<file path="src/rtl/cla_nibble_sequencer_pkg.sv">
// Shared types for the nibble-serial CLA adder.
// Holds the sequencer state encoding and the slice width.
package cla_nibble_sequencer_pkg;

  localparam int NIB_W = 4;

  typedef enum logic [1:0] {
    IDLE = 2'd0,
    RUN  = 2'd1,
    DONE = 2'd2
  } seq_state_t;

endpackage

</file>
<file path="src/rtl/cla_nibble_sequencer_cla4_slice.sv">
// Combinational 4-bit carry-lookahead adder slice.
// Ports: a, b, cin in; sum, cout, c3 (carry into bit 3) out.
module cla4_slice
  import cla_nibble_sequencer_pkg::*;
(
  input  logic [NIB_W-1:0] a,
  input  logic [NIB_W-1:0] b,
  input  logic             cin,
  output logic [NIB_W-1:0] sum,
  output logic             cout,
  output logic             c3
);

  logic [3:0] g;
  logic [3:0] p;
  logic [4:0] c;

  assign g = a & b;
  assign p = a ^ b;

  // Each carry flattened from c[i+1] = g[i] | p[i] & c[i]
  assign c[0] = cin;
  assign c[1] = g[0] | (p[0] & cin);
  assign c[2] = g[1] | (p[1] & g[0])
              | (p[1] & p[0] & cin);
  assign c[3] = g[2] | (p[2] & g[1])
              | (p[2] & p[1] & g[0])
              | (p[2] & p[1] & p[0] & cin);
  assign c[4] = g[3] | (p[3] & g[2])
              | (p[3] & p[2] & g[1])
              | (p[3] & p[2] & p[1] & g[0])
              | (p[3] & p[2] & p[1] & p[0] & cin);

  assign sum  = p ^ c[3:0];
  assign cout = c[4];
  assign c3   = c[3];

endmodule

</file>
<file path="src/rtl/cla_nibble_sequencer.sv">
// WIDTH-bit adder feeding one nibble per cycle through a 4-bit CLA.
// Ports: clk, rst, in_valid/in_ready + a, b, carry_in; out_valid/
// out_ready + sum, carry_out, ovf; busy while RUN or DONE.
module cla_nibble_sequencer
  import cla_nibble_sequencer_pkg::*;
#(
  parameter int WIDTH = 16
) (
  input  logic             clk,
  input  logic             rst,
  input  logic             in_valid,
  output logic             in_ready,
  input  logic [WIDTH-1:0] a,
  input  logic [WIDTH-1:0] b,
  input  logic             carry_in,
  output logic             out_valid,
  input  logic             out_ready,
  output logic [WIDTH-1:0] sum,
  output logic             carry_out,
  output logic             ovf,
  output logic             busy
);

  localparam int NIB   = WIDTH / NIB_W;
  localparam int IDX_W = (NIB > 1) ? $clog2(NIB) : 1;

  generate
    if ((WIDTH % NIB_W) != 0 || WIDTH < NIB_W) begin : g_width_chk
      $error("WIDTH must be a nonzero multiple of 4");
    end
  endgenerate

  seq_state_t state;
  seq_state_t state_nxt;

  logic [WIDTH-1:0] a_sh;
  logic [WIDTH-1:0] b_sh;
  logic [WIDTH-1:0] sum_sh;
  logic [WIDTH-1:0] sum_nxt;
  logic             c_reg;
  logic [IDX_W-1:0] idx;

  logic [NIB_W-1:0] s_sum;
  logic             s_cout;
  logic             s_c3;
  logic             accept;
  logic             last;

  assign accept = in_valid && in_ready;
  assign last   = (idx == IDX_W'(NIB - 1));

  cla4_slice u_slice (
    .a    (a_sh[NIB_W-1:0]),
    .b    (b_sh[NIB_W-1:0]),
    .cin  (c_reg),
    .sum  (s_sum),
    .cout (s_cout),
    .c3   (s_c3)
  );

  // New nibble enters at the top; after NIB shifts the
  // first (LSB) nibble has reached bit 0.
  assign sum_nxt = (sum_sh >> NIB_W)
                 | (WIDTH'(s_sum) << (WIDTH - NIB_W));

  always_ff @(posedge clk or posedge rst) begin
    if (rst) state <= IDLE;
    else     state <= state_nxt;
  end

  always_comb begin
    state_nxt = state;
    in_ready  = 1'b0;
    out_valid = 1'b0;
    busy      = 1'b0;
    unique case (state)
      IDLE: begin
        in_ready = 1'b1;
        if (in_valid) state_nxt = RUN;
      end
      RUN: begin
        busy = 1'b1;
        if (last) state_nxt = DONE;
      end
      DONE: begin
        busy      = 1'b1;
        out_valid = 1'b1;
        if (out_ready) state_nxt = IDLE;
      end
      default: state_nxt = IDLE;
    endcase
  end

  always_ff @(posedge clk or posedge rst) begin
    if (rst) begin
      a_sh      <= '0;
      b_sh      <= '0;
      sum_sh    <= '0;
      c_reg     <= 1'b0;
      idx       <= '0;
      sum       <= '0;
      carry_out <= 1'b0;
      ovf       <= 1'b0;
    end else if (accept) begin
      a_sh  <= a;
      b_sh  <= b;
      c_reg <= carry_in;
      idx   <= '0;
    end else if (state == RUN) begin
      a_sh   <= a_sh >> NIB_W;
      b_sh   <= b_sh >> NIB_W;
      sum_sh <= sum_nxt;
      c_reg  <= s_cout;
      idx    <= idx + 1'b1;
      if (last) begin
        sum       <= sum_nxt;
        carry_out <= s_cout;
        ovf       <= s_c3 ^ s_cout;
      end
    end
  end

endmodule

</file>
<file path="config.mk">
export PLATFORM = sky130hd
export DESIGN_NAME = cla_nibble_sequencer
export DESIGN_NICKNAME = d
export VERILOG_FILES = /design/src/rtl/cla_nibble_sequencer_pkg.sv /design/src/rtl/cla_nibble_sequencer_cla4_slice.sv /design/src/rtl/cla_nibble_sequencer.sv
export SDC_FILE = /design/constraint.sdc
export NUM_CORES = 1
export LEC_CHECK = 0
export CORE_MARGIN = 4
export CORE_UTILIZATION = 45
export CTS_CLUSTER_SIZE = 20
export DETAILED_ROUTE_END_ITERATION = 16
export PLACE_DENSITY = 0.74
export SLEW_MARGIN = 20
export SYNTH_ARGS = -nofsm -noshare
export SYNTH_HDL_FRONTEND = slang
export SYNTH_SLANG_ARGS = --single-unit
</file>
<file path="constraint.sdc">
create_clock -name clk -period 2.28 [get_ports clk]
set_input_delay 0.456 -clock clk [delete_from_list [all_inputs] [get_ports clk]]
set_output_delay 0.456 -clock clk [all_outputs]
set_load 0.01 [all_outputs]
</file>
==> results of run 1 <==
## critical path, delay by kind of cell, from the launching register on
family | cells | cell delay (ns)
fa+ha+maj | 1 | 0.23
flops | 1 | 0.39
buf+inv | 2 | 0.69
## power by group
part	switching (uW)	internal, uW	total, uW
combinational	1060	1160	2220
clock	418	475	893
sequential	325	1750	2080
total	1800	3390	5190
## area by class of cell
type,count,area (sq um),area share
multi-input combinational,193,1230,0.320
inverter,10,37.5,0.00974
clock buffer,13,169,0.0438
sequential,67,1680,0.435
tap,77,96.3,0.0250
clock inverter,2,10.0,0.00260
timing repair buffer,62,633,0.164
## through the flow
step	util	setup WS, ns	instances	hold slack (ns)	cell area (sq um)
4_1_cts	0.600	0.149	424	0.465	3850
3_5_place_dp	0.572	0.440	409	0.448	3680
5_1_grt	0.600	0.0547	424	0.498	3850
6_report	0.600	0.165	424	0.464	3850
3_3_place_gp	0.572	0.499	409	0.446	3680
2_1_floorplan	-	0.141	286	0.435	3020
## cells in the final DEF, fill, tap and decap left out, types with 4 or more instances in the layout
| cell type | count |
|---|---|
| nand2_1 | 81 |
| dfrtp_1 | 67 |
| clkdlybuf4s50_1 | 57 |
| o21ai_0 | 30 |
| mux2i_1 | 27 |
| mux2_2 | 12 |
| clkbuf_8 | 12 |
| inv_1 | 9 |
| ha_1 | 9 |
| nand3b_1 | 8 |
| nor2_1 | 6 |
| a21oi_1 | 4 |
## path summary, 6_finish.rpt
kind,start,to,slack (ns)
min in group asynchronous,rst,sum[15],0.52
worst min register to register,sum_sh[6],sum[2],0.46
worst min-delay path,sum_sh[6],sum[2],0.46
max in group asynchronous,rst,b_sh[4],1.49
worst max-delay path,state[1],in_ready,0.17
worst max register to register,state[1],c_reg,0.53
## routing by layer
layer  global-route usage  up-vias  share of wire
met5                    0        -              0
met4               0.0727        0          0.014
met3               0.0417        9          0.053
met2                0.232       55           0.47
met1                0.182      990           0.47
li1                     -     1056              -
## cell families (layout without fill, tap and decap cells)
kind of cell / count (synthesis) / in the layout / synth area share
AO/OA/AOI/OAI: 39 / 39 / 0.0733
XOR/XNOR: 4 / 4 / 0.0116
adder cells (fa/ha/maj): 11 / 11 / 0.0481
buffers and inverters: 26 / 87 / 0.0381
flip-flops: 67 / 67 / 0.555
multiplexers: 39 / 39 / 0.134
AND/OR/NAND/NOR: 100 / 100 / 0.140
==> results by group, run 1 <==
Clock network
  • CTS Buffer Depth: 2
  • Clk_lat worst skew: 0.34 ns
  • CTS tree: done
  • CTS Hold Buffers Added: 0
  • Sink Count: 67
  • Root buffer cell: clkbuf_8
  • Clock-pin transition on the worst setup and hold timing paths: 0.07 ns
  • PostCTS Resize Cnt: 0
  • CTS buffer count: 9
  • Htree depth: 3
  • Setup Buffers After CTS: 0

Setup path
  • Required time worst endpoint: 1.82 ns
  • CP max stage delay: 0.55 ns
  • Crit. End Element: primary output
  • CP Class: flop to primary output
  • Worst r2r path cells: 5
  • Largest fanout on the critical path: 5
  • Worst Path Arrival: 1.66 ns
  • Crit path max-delay cell type: clkdlybuf4s50_1
  • CP startpoint kind: flop
  • CP Cell Sequence: inv_1 > ha_1 > clkdlybuf4s50_1

Power
  • LEAKAGE: 0.00177 uW
  • Max VDD drop: 0.516 mV
  • PD cells: 1350 nW/um^2
  • Total power: 5190 uW

Final layout
  • Area delta synth->final: 27.6%
  • Diodes inserted: 0
  • Fraction of layout cells with a size suffix above 1: 0.104
  • Registers with the most flip-flops: a_sh: 16 flops, b_sh: 16 flops, sum: 16 flops
  • # fillers: 545
  • Final #Nets: 391

Floorplan
  • Core Box Area: 6420 sq um
  • Die H: 89.9 um
  • Ports: 58
  • Die area: 8090 sq um
  • Die width: 89.9 um
  • Initial Utilization: 0.470
  • # rows: 29

Timing
  • Slew headroom: 0.597
  • Period minus WS final: 2.11 ns
  • Worst Tran Pin Value: 0.605 ns
  • Slew Viols, Final: 0
  • Setup_tns: 0 ns
  • Fmax: 473 MHz
  • Skew final: 0.00825 ns
  • Final Setup Violations: 0
  • Unrepaired setup endpoints after global routing: no
  • Final Hold Viols: 0
  • Post-route clock period utilization: 0.928

Routing
  • Final antenna-violating net count: 0
  • Iter 0 DRT Violations: 74
  • Overall routed net length: 5640 um
  • Vias per cell: 4.98
  • Vias post-DR: 2110
  • WL/cell: 13.3 um
  • Post-route DRC: 0
  • First-pass detailed-route iteration total: 5

Synthesis
  • Fraction of registers with async set/reset: 1.00
  • Synth warnings: 0
  • Area contributors post-synth: dfrtp_1, nand2_1, mux2i_1
  • Yosys reg bits: 67
  • Syn Nets: 334
  • Synth area leader: dfrtp_1
  • EDFF count, synth: 0
  • Commonest cells in the netlist: nand2_1, dfrtp_1, o21ai_0, mux2i_1, mux2_2
  • Top cell type's share of synthesized area: 0.555
  • Avg Inst Size Synth: 10.6 sq um
  • Count leader, synth: nand2_1
  • Primary FF master, synth: dfrtp_1
  • Seq/Total Area, Yosys: 0.555
  • Mapped Cells: 286
  • Netlist cell types: 26
  • Cell area after synthesis: 3020 sq um

Global routing
  • Initial antenna violation count: 0
  • Gr ovfl total: 0
  • First-pass GRT wire length: 9450 um
  • Largest net degree at the start of global routing: 68
  • Vias in the first global route: 2051
  • Total GRT Usage: 0.146

Job
  • Maxcap violations: 0

Placement
  • Port Buf Inserts: 57
  • Routability-driven placement congestion ratio: 0.715
  • DP HPWL: 3830 um

Worst hold path
  • Worst hold-check path type: flop to flop
  • Number of cells on the worst hold path: 2

Outcome
  • Outcome: complete, no violations
Note: power is estimated with default switching activity, not from simulation.
==> inputs of run 2 (changes only) <==
Settings changed: GPL_TIMING_DRIVEN set to 0.
==> run 2 against run 1 <==
Effect of this change:
- clock power increased by 40%
- count of clock-buffer cells in the layout decreased by 1
- via count increased by 5.2%
- core utilization increased by 1.9 points
- largest cell class unchanged
==> results by group, run 2 (synthesis results as in run 1) <==
Outcome
  • Outcome: complete, no violations

Timing
  • Period minus WS final: 2.12 ns
  • Hold slack: 0.428 ns
  • Post-route clock period utilization: 0.931
  • Worst Tran Pin Value: 0.520 ns
  • Slew headroom: 0.653
  • Fmax: 471 MHz
  • Final Hold Viols: 0
  • Slew Viols, Final: 0
  • Final Setup Violations: 0
  • Final setup margin: 0.156 ns
  • Unrepaired setup endpoints after global routing: no
  • Skew final: 0.00670 ns

Clock network
  • Clock-pin transition on the worst setup and hold timing paths: 0.07 ns
  • Sink Count: 67
  • PostCTS Resize Cnt: 0
  • Setup Buffers After CTS: 0
  • Root buffer cell: clkbuf_8
  • CTS tree: done
  • Clk_lat worst skew: 0.34 ns
  • Htree depth: 3
  • CTS Buffer Depth: 2
  • CTS buffer count: 9
  • CTS Hold Buffers Added: 0

Power
  • Net Sw Frac: 0.334
  • PD cells: 1410 nW/um^2
  • Clock share of power: 0.222
  • Total power: 5620 uW
  • Sequential Power Share: 0.372
  • Max VDD drop: 0.581 mV
  • P_int: 3740 uW
  • NetSw: 1880 uW
  • LEAKAGE: 0.00183 uW
  • Combinational Power Share: 0.406

Floorplan
  • Die H: 89.9 um
  • Core Box Area: 6420 sq um
  • Die area: 8090 sq um
  • # rows: 29
  • Die width: 89.9 um
  • Ports: 58
  • Initial Utilization: 0.470

Setup path
  • CP max stage delay: 0.57 ns
  • Crit. End Element: primary output
  • CP Class: flop to primary output
  • Required time worst endpoint: 1.82 ns
  • CP Cell Sequence: inv_1 > ha_1 > clkdlybuf4s50_1
  • CP startpoint kind: flop
  • Largest fanout on the critical path: 4
  • Worst Path Arrival: 1.67 ns
  • Crit path max-delay cell type: clkdlybuf4s50_1

Final layout
  • Most common cell after layout, fill and taps aside: nand2_1
  • Area delta synth->final: 31.7%
  • Fraction of layout cells with a size suffix above 1: 0.111
  • Final #Nets: 403
  • Most frequent cells in the layout: nand2_1, dfrtp_1, clkdlybuf4s50_1
  • Diodes inserted: 0
  • # fillers: 548
  • Registers with the most flip-flops: a_sh: 16 flops, b_sh: 16 flops, sum: 16 flops
  • Fin area: 3980 sq um

Routing
  • First-pass detailed-route iteration total: 4
  • WL/cell: 14.3 um
  • Vias per cell: 5.08
  • Post-route DRC: 0
  • Final antenna-violating net count: 0
  • Iter 0 DRT Violations: 76
  • Vias post-DR: 2220
  • Overall routed net length: 6230 um

Worst hold path
  • Worst hold-check path type: input port to async pin

Placement
  • Post-placement cell area: 3720 sq um
  • Port Buf Inserts: 57
  • DP HPWL: 4610 um
  • Routability-driven placement congestion ratio: 0.764
  • Pre-CTS WS: 0.226 ns

Global routing
  • Largest net degree at the start of global routing: 47
  • Vias in the first global route: 2280
  • Gr ovfl total: 0
  • Initial antenna violation count: 0
  • Total GRT Usage: 0.165
  • First-pass GRT wire length: 10800 um

Job
  • Maxcap violations: 0
-- run 2: cell types whose count changed in the layout (fill, tap and decap cells not counted), moves of 2 or more --
cell	change
buf_2	+5
clkbuf_1	+7
bufinv_16	+3
buf_12	-2
-- run 2: power groups by stage --
stage / sequential [uW] / combinational [uW] / clock (uW)
finish: 2090 / 2280 / 1250
global route: 2160 / 2570 / 1310
CTS: 2100 / 2320 / 1260
detailed placement: 2110 / 2310 / 0
global placement: 2080 / 2220 / 0
floorplan: 2070 / 1530 / 0
-- run 2: critical path, delay by kind of cell, from the launching register on --
family / cells / cell delay, ns
fa+ha+maj: 1 / 0.23
buf+inv: 2 / 0.70
flops: 1 / 0.41
-- run 2: per-stage QoR --
step / instances / utilization / TNS (ns)
3_3_place_gp: 420 / 0.574 / -64.45
6_report: 437 / 0.619 / 0
5_1_grt: 437 / 0.619 / 0
2_1_floorplan: 286 / - / 0
4_1_cts: 437 / 0.619 / 0
3_5_place_dp: 421 / 0.579 / 0
-- run 2: metal layers --
| layer | part of all wire | up-vias | track usage | wire length (um) |
|---|---|---|---|---|
| met5 | 0 | - | 0 | 0 |
| met1 | 0.45 | 1059 | 0.205 | 2780 |
| li1 | - | 1089 | - | - |
| met4 | 0.024 | 0 | 0.0906 | 149 |
| met2 | 0.49 | 56 | 0.274 | 3040 |
| met3 | 0.043 | 16 | 0.0292 | 270 |
-- run 2: worst paths after layout --
| check | slack (ns) | from | to | cells past startpoint |
|---|---|---|---|---|
| setup / recovery | 0.16 | state[0] | in_ready | 3 |
| hold / removal | 0.43 | rst | sum[0] | 2 |
| setup reg to reg | 0.42 | state[0] | a_sh[5] | 6 |
| hold reg to reg | 0.47 | sum_sh[6] | sum[2] | 2 |
| max in group asynchronous | 1.35 | rst | ovf | 3 |
| min in group clk | 0.47 | sum_sh[6] | sum[2] | 2 |
-- run 2: layout make-up --
| type | instances | area [sq um] | area share |
|---|---|---|---|
| inverters | 10 | 40.0 | 0.0101 |
| flip-flops and latches | 67 | 1680 | 0.422 |
| well taps | 77 | 96.3 | 0.0242 |
| repair buffers | 58 | 598 | 0.150 |
| plain buffers | 16 | 77.6 | 0.0195 |
| multi-input cells | 193 | 1230 | 0.309 |
| clock inverters | 4 | 95.1 | 0.0239 |
| clock buffers | 12 | 165 | 0.0415 |
==> inputs of run 3 (changes only) <==
Settings changed: TNS_END_PERCENT set to 1.
==> results of run 3 <==
No change in the layout: final DEF, timing and power equal those of run 2.
